## src/rtl/interp_pkg.sv

```systemverilog
// rtl/interp_pkg.sv - shared state encoding, default sizes and width helpers for interp_mac_sched
package interp_pkg;

  localparam int NTAP_DEF = 25;
  localparam int L_DEF    = 4;
  localparam int AW_DEF   = 8;
  localparam int CW_DEF   = 8;

  typedef enum logic [2:0] {
    IDLE,
    WRITE,
    MAC,
    DRAIN,
    OUT
  } state_t;

  // Minimum 1 bit so single-valued counters still get a legal vector.
  function automatic int cnt_w(input int n);
    return (n > 1) ? $clog2(n) : 1;
  endfunction

  localparam int TAP_W_DEF = cnt_w(NTAP_DEF + 1);
  localparam int PH_W_DEF  = cnt_w(L_DEF);

endpackage

```

## src/rtl/interp_strobe_dly.sv

```systemverilog
// rtl/interp_strobe_dly.sv - aligns MAC issue strobes with the sample RAM / coefficient ROM read data
module interp_strobe_dly #(
  parameter int LAT = 1
) (
  input  logic clk,
  input  logic rst_n,
  input  logic issue_en,
  input  logic issue_clr,
  input  logic issue_last,
  output logic mac_en,
  output logic mac_clr,
  output logic mac_last
);

  logic [2:0] pipe [LAT];

  always_ff @(posedge clk or negedge rst_n) begin
    if (!rst_n) begin
      for (int i = 0; i < LAT; i++) begin
        pipe[i] <= '0;
      end
    end else begin
      pipe[0] <= {issue_en, issue_clr, issue_last};
      for (int i = 1; i < LAT; i++) begin
        pipe[i] <= pipe[i-1];
      end
    end
  end

  assign {mac_en, mac_clr, mac_last} = pipe[LAT-1];

endmodule

```

## src/rtl/interp_mac_sched.sv

```systemverilog
// rtl/interp_mac_sched.sv - handshake-driven sequencer for the polyphase interpolation MAC datapath
module interp_mac_sched
  import interp_pkg::*;
#(
  parameter int NTAP = NTAP_DEF,
  parameter int L    = L_DEF,
  parameter int AW   = AW_DEF,
  parameter int CW   = CW_DEF
) (
  input  logic                clk,
  input  logic                rst_n,
  input  logic                s_valid,
  output logic                s_ready,
  output logic                wr_en,
  output logic [AW-1:0]       wr_addr,
  output logic [AW-1:0]       rd_addr,
  output logic                rd_zero,
  output logic [CW-1:0]       coef_addr,
  output logic                mac_clr,
  output logic                mac_en,
  output logic                mac_last,
  output logic                out_valid,
  input  logic                out_ready,
  output logic [cnt_w(L)-1:0] phase,
  output logic                busy
);

  localparam int TW = cnt_w(NTAP + 1);
  localparam int PW = cnt_w(L);

  state_t        state, nxt_state;
  logic [AW-1:0] wr_ptr, nxt_wr_ptr;
  logic [AW-1:0] base, nxt_base;
  logic [TW-1:0] fill, nxt_fill;
  logic [TW-1:0] tap, nxt_tap;
  logic [PW-1:0] nxt_phase;
  logic [CW-1:0] nxt_coef;
  logic          issue_en, issue_clr, issue_last;
  logic          mac_issue;

  always_comb begin
    nxt_state  = state;
    nxt_wr_ptr = wr_ptr;
    nxt_base   = base;
    nxt_fill   = fill;
    nxt_tap    = tap;
    nxt_phase  = phase;
    nxt_coef   = coef_addr;
    case (state)
      IDLE: begin
        if (s_valid && s_ready) begin
          nxt_state = WRITE;
        end
      end
      WRITE: begin
        nxt_base   = wr_ptr;
        nxt_wr_ptr = wr_ptr + AW'(1);
        nxt_fill   = (fill == TW'(NTAP)) ? fill : fill + TW'(1);
        nxt_phase  = '0;
        nxt_tap    = '0;
        nxt_coef   = '0;
        nxt_state  = MAC;
      end
      MAC: begin
        if (tap == TW'(NTAP - 1)) begin
          nxt_state = DRAIN;
        end else begin
          nxt_tap  = tap + TW'(1);
          nxt_coef = coef_addr + CW'(1);
        end
      end
      DRAIN: begin
        nxt_state = OUT;
      end
      OUT: begin
        if (out_ready) begin
          if (phase == PW'(L - 1)) begin
            nxt_state = IDLE;
          end else begin
            // coef_addr continues from the last tap, giving (phase+1)*NTAP without a multiplier
            nxt_phase = phase + PW'(1);
            nxt_tap   = '0;
            nxt_coef  = coef_addr + CW'(1);
            nxt_state = MAC;
          end
        end
      end
      default: begin
        nxt_state = IDLE;
      end
    endcase
  end

  assign mac_issue = (nxt_state == MAC);

  // Outputs are registered from next-state values so they line up with the state they describe.
  always_ff @(posedge clk or negedge rst_n) begin
    if (!rst_n) begin
      state      <= IDLE;
      wr_ptr     <= '0;
      base       <= '0;
      fill       <= '0;
      tap        <= '0;
      phase      <= '0;
      coef_addr  <= '0;
      s_ready    <= 1'b1;
      busy       <= 1'b0;
      wr_en      <= 1'b0;
      wr_addr    <= '0;
      rd_addr    <= '0;
      rd_zero    <= 1'b0;
      out_valid  <= 1'b0;
      issue_en   <= 1'b0;
      issue_clr  <= 1'b0;
      issue_last <= 1'b0;
    end else begin
      state      <= nxt_state;
      wr_ptr     <= nxt_wr_ptr;
      base       <= nxt_base;
      fill       <= nxt_fill;
      tap        <= nxt_tap;
      phase      <= nxt_phase;
      coef_addr  <= nxt_coef;
      s_ready    <= (nxt_state == IDLE);
      busy       <= (nxt_state != IDLE);
      wr_en      <= (nxt_state == WRITE);
      wr_addr    <= wr_ptr;
      rd_addr    <= nxt_base - AW'(nxt_tap);
      rd_zero    <= mac_issue && (nxt_tap >= nxt_fill);
      out_valid  <= (nxt_state == OUT);
      issue_en   <= mac_issue;
      issue_clr  <= mac_issue && (nxt_tap == '0);
      issue_last <= mac_issue && (nxt_tap == TW'(NTAP - 1));
    end
  end

  interp_strobe_dly #(
    .LAT(1)
  ) u_strobe_dly (
    .clk        (clk),
    .rst_n      (rst_n),
    .issue_en   (issue_en),
    .issue_clr  (issue_clr),
    .issue_last (issue_last),
    .mac_en     (mac_en),
    .mac_clr    (mac_clr),
    .mac_last   (mac_last)
  );

endmodule

```

## config.mk

```make
export PLATFORM = sky130hd
export DESIGN_NAME = interp_mac_sched
export DESIGN_NICKNAME = d
export VERILOG_FILES = /design/src/rtl/interp_pkg.sv /design/src/rtl/interp_strobe_dly.sv /design/src/rtl/interp_mac_sched.sv
export SDC_FILE = /design/constraint.sdc
export NUM_CORES = 1
export LEC_CHECK = 0
export CORE_MARGIN = 4
export CORE_UTILIZATION = 25
export DETAILED_ROUTE_END_ITERATION = 12
export GPL_ROUTABILITY_DRIVEN = 0
export HOLD_SLACK_MARGIN = 0.03
export SYNTH_ARGS = -nofsm -noshare
export SYNTH_HDL_FRONTEND = slang
export SYNTH_SLANG_ARGS = --single-unit
```

## constraint.sdc

```tcl
create_clock -name clk -period 3 [get_ports clk]
set_input_delay 0.3 -clock clk [delete_from_list [all_inputs] [get_ports clk]]
set_output_delay 0.3 -clock clk [all_outputs]
set_load 0.05 [all_outputs]
```

==> results.txt <==
For the total area of sequential cells, the log shows 1650 µm². The top flip-flop cell by instance count after synthesis was sky130_fd_sc_hd__dfrtp_1. The total negative slack was 0 ps; the instance count of the mapped netlist was 254. In the final layout, the multi-input gates occupy 1250 µm².

Clock latency on the worst-skew pair, taken at its later pin, is 330 ps. Across the run, the number of max-cap violations was 0. The run gives 0.261 as the starting density of the core.

For this design the top-level I/O count stands at 38. TritonCTS built the clock tree. For the pin with the worst max-slew slack, the measured transition is 792 ps. The initial antenna violation count was 0. In this run the clock root is driven by a sky130_fd_sc_hd__clkbuf_16.

The post-route clock period utilization works out to 0.935. Post-synthesis sequential area ratio: 0.546. The run finished with clean final reports.

In this run, CTS created clock tree buffers numbering 9. The largest individual stage delay along the critical path comes from the cell sky130_fd_sc_hd__dfrtp_1. The unique cell type count in the Yosys netlist was 58; the layout cell share with drive strength beyond 1 was 0.167. Summed over all nets, the switching power comes to 2.09 mW.

Measured along the y axis, the die boundary spans 118 µm. The depth of the CTS H-tree was 3; the number of slew-limit violations in the final report was 0. The floorplan die area is 13900 µm², and the area growth from synthesis to layout is 31.5%.

Entering global routing, the biggest net connects 35 pins. The final count of negative-setup-slack endpoints is 0. For this design the ratio of total power to cell area is 1270 nW/µm².

The run gives 353 µV as the maximum vdd drop. For this run, the slowest stage of the critical path takes 470 ps. The endpoint kind of the worst setup timing path is a register. The final critical delay including setup and external delays is 2800 ps.

The internal portion of the total power is 2.97 mW. For the data arrival time at the worst-slack endpoint, the log shows 3020 ps. The average instance in the mapped netlist occupies 11.9 µm².

The run gives 0 as the number of buffers inserted for hold repair after clock tree synthesis. The first global-routing pass estimated 10500 µm of wire. Setup repair after global routing left no endpoint under its margin. The estimated wirelength of the detail-placed design was 4300 µm; the portion of total power attributed to sequential cells was 0.275. Global routing finished with a remaining overflow of 0. The first detailed-routing pass ran for 4 iterations. The count of cells in the finished layout, fillers not included, comes to 455. Walking the worst path, the cells encountered are buf_4, nor3b_2, buf_12, mux2_2, ha_1, a21oi_1, o21ai_0, a31oi_1, nand3_1, xnor2_1.

The worst hold-check path type is in -> async. The number of cell rows is 39. The synthesized flop and latch total works out to 66. The type of element launching the critical path is a register. The logs give 0 for the total inserted antenna cells and 11600 µm² for the area of the core.

Portion of total power attributed to the clock network: 0.227. Counting every sink on the clock net gives 66. The number of nets produced by synthesis is 277. The number of buffers on the longest clock path was 2; the width of the die was 118 µm. The number of enable flip-flop cells after synthesis was 0; the worst clock skew was 6.60 ps. The worst-case headroom to the max-slew limit was 0.472; the clock slew seen by the registers of the worst setup and hold paths was 60 ps.

For this block, the via count after detailed routing is 2011. Async set or reset register ratio after synthesis: 1.00. The logs give 357 MHz for the achievable clock frequency and 330 for the final layout net count.

The tools report the combinational fraction of design power as 0.499. The logs give 0.0939 for the global-route usage over all layers and 0 for the post-route DRC violation count. The number of port buffers was 37. For this run, the number of Yosys warnings is 0. Data on the critical path is required at its endpoint by 3220 ps.

The average detailed-routed wire length per instance was 13.1 µm; the switching power as a share of total power was 0.413. Type of the setup path with the least slack: reg -> reg. The reported leakage power came out at 1.82 nW. Counting tap cells, the placed design contains a total of 438 instances. Leaving out fill and tap cells, the most frequent cell in the layout is sky130_fd_sc_hd__dfrtp_1. Along the worst path, the maximum fanout reaches 17. The synthesized cell area is 3030 µm².

The top cell types in the final layout, fill and taps aside, are sky130_fd_sc_hd__dfrtp_1 (65), sky130_fd_sc_hd__clkdlybuf4s50_1 (36), sky130_fd_sc_hd__inv_1 (23). Wires add up to 5980 µm. For the number of nets with antenna violations after routing, the log shows 0. The via count of the first global-routing pass came out at 2070. The filler cell count in the final layout came out at 1145. The number of buffers and inverters on the critical path is 2. The final count of hold timing violations is 0.

In the routed layout, each cell is associated on average with a via count of 4.42. The kind of cell with the highest combined delay along the critical path is compound AO/OA/AOI/OAI gates. The first routing iteration left 106 violations.
==> what timing repair did <==
| action | CTS | global route |
|---|---|---|
| hold endpoints to repair | 0 | 0 |
| buffers inserted | 0 | 1 |
| setup endpoints to repair | 0 | 3 |
| gates resized for setup | 0 | 3 |
==> per-layer routing <==
metal,wire [µm],vias to the layer above,GRT usage,share of wire
met1,2790,983,0.121,0.47
met3,339,7,0.0442,0.057
met5,0,-,0,0
met4,63,0,0.0315,0.011
met2,2790,39,0.139,0.47
li1,-,982,-,-
==> Yosys cell counts, types with 2 or more instances <==
cell                        n  area [µm²]
sky130_fd_sc_hd__o211ai_1   3        22.5
sky130_fd_sc_hd__nand2_1   17        63.8
sky130_fd_sc_hd__xor2_1     5        43.8
sky130_fd_sc_hd__inv_2      2        7.51
sky130_fd_sc_hd__and4_1     2        17.5
sky130_fd_sc_hd__a31oi_1    3        18.8
sky130_fd_sc_hd__nand3b_1   3        22.5
sky130_fd_sc_hd__o21ai_0    6        30.0
sky130_fd_sc_hd__dfrtp_1   65        1630
sky130_fd_sc_hd__or3_1      2        12.5
sky130_fd_sc_hd__and2_1     2        12.5
sky130_fd_sc_hd__a21oi_1    7        35.0
sky130_fd_sc_hd__buf_2      3        15.0
sky130_fd_sc_hd__nand3_1    9        45.0
sky130_fd_sc_hd__o22ai_1    2        12.5
sky130_fd_sc_hd__mux2_2     6        67.6
sky130_fd_sc_hd__ha_1      18         225
sky130_fd_sc_hd__inv_1     23        86.3
sky130_fd_sc_hd__xnor2_1   18         158
sky130_fd_sc_hd__and3_1     5        31.3
sky130_fd_sc_hd__mux2i_1    4        40.0
sky130_fd_sc_hd__nor3b_2    2        25.0
sky130_fd_sc_hd__nand4b_1   3        26.3
sky130_fd_sc_hd__nor2_1     8        30.0
sky130_fd_sc_hd__nand4_1    3        18.8
==> area by class of cell <==
cell class | instances | area share
Timing Repair Buffer | 47 | 0.117
Multi-Input combinational cell | 156 | 0.314
Sequential cell | 66 | 0.415
Inverter | 27 | 0.0273
Clock inverter | 7 | 0.0251
Tap cell | 143 | 0.0450
Clock buffer | 9 | 0.0566
==> stage by stage <==
stage	hold WS (ps)	utilization	power (mW)	instance area, µm²	setup slack (ps)
after floorplan	4.41	-	3.16	3030	186
after global placement	339	0.313	3.88	3630	165
after global routing	129	0.343	5.45	3980	1.79
after detailed placement	339	0.313	3.91	3630	85.3
after CTS	80.8	0.341	5.09	3960	174
final	55.0	0.343	5.07	3980	196
==> flip-flops by register name, summed over array words and instances (netlist names) <==
register,cells
fill,5
coef_addr,8
busy,1
state,3
wr_addr,8
phase,2
u_strobe_dly.pipe,3
wr_en,1
s_ready,1
out_valid,1
rd_addr,8
base,8
issue_en,1
issue_last,1
issue_clr,1
tap,5
rd_zero,1
wr_ptr,8
==> cell families (layout without fill, tap and decap cells) <==
| family | after synthesis | in the layout | share of synthesized area |
|---|---|---|---|
| xor gates and xnor gates | 23 | 23 | 0.0666 |
| buffers and inverters | 32 | 90 | 0.0471 |
| DFF | 66 | 66 | 0.546 |
| adders and majority gates | 19 | 19 | 0.0810 |
| and+or+nand+nor | 72 | 72 | 0.148 |
| AOI/OAI and AO/OA | 31 | 31 | 0.0703 |
| muxes | 11 | 11 | 0.0405 |
==> worst register-to-register path, delay by kind of cell, from the launching register on <==
family / cells / cell delay (ps)
compound gates: 3 / 530
xor+xnor: 1 / 140
fa+ha+maj: 1 / 320
buf+inv: 2 / 400
flops: 1 / 470
mux: 1 / 390
simple gates: 2 / 420
==> final timing paths <==
kind	from	endpoint	slack, ps	depth (start not counted)
max in group asynchronous	rst_n	tap[0]	2310	2
min in group clk	issue_clr	u_strobe_dly.pipe[1]	360	0
hold reg to reg	issue_clr	u_strobe_dly.pipe[1]	360	0
setup reg to reg	state[2]	rd_addr[7]	200	10
hold / removal	rst_n	coef_addr[5]	50	1
setup / recovery	state[2]	rd_addr[7]	200	10
==> power groups by stage <==
| stage | Sequential [mW] | Combinational, mW | Clock, mW |
|---|---|---|---|
| 2_1_floorplan | 1.89 | 1.27 | 0 |
| 3_3_place_gp | 1.40 | 2.47 | 0 |
| 3_5_place_dp | 1.40 | 2.51 | 0 |
| 4_1_cts | 1.39 | 2.53 | 1.17 |
| 5_1_grt | 1.44 | 2.79 | 1.22 |
| 6_report | 1.39 | 2.53 | 1.15 |
Note: power is estimated with default switching activity, not from simulation.
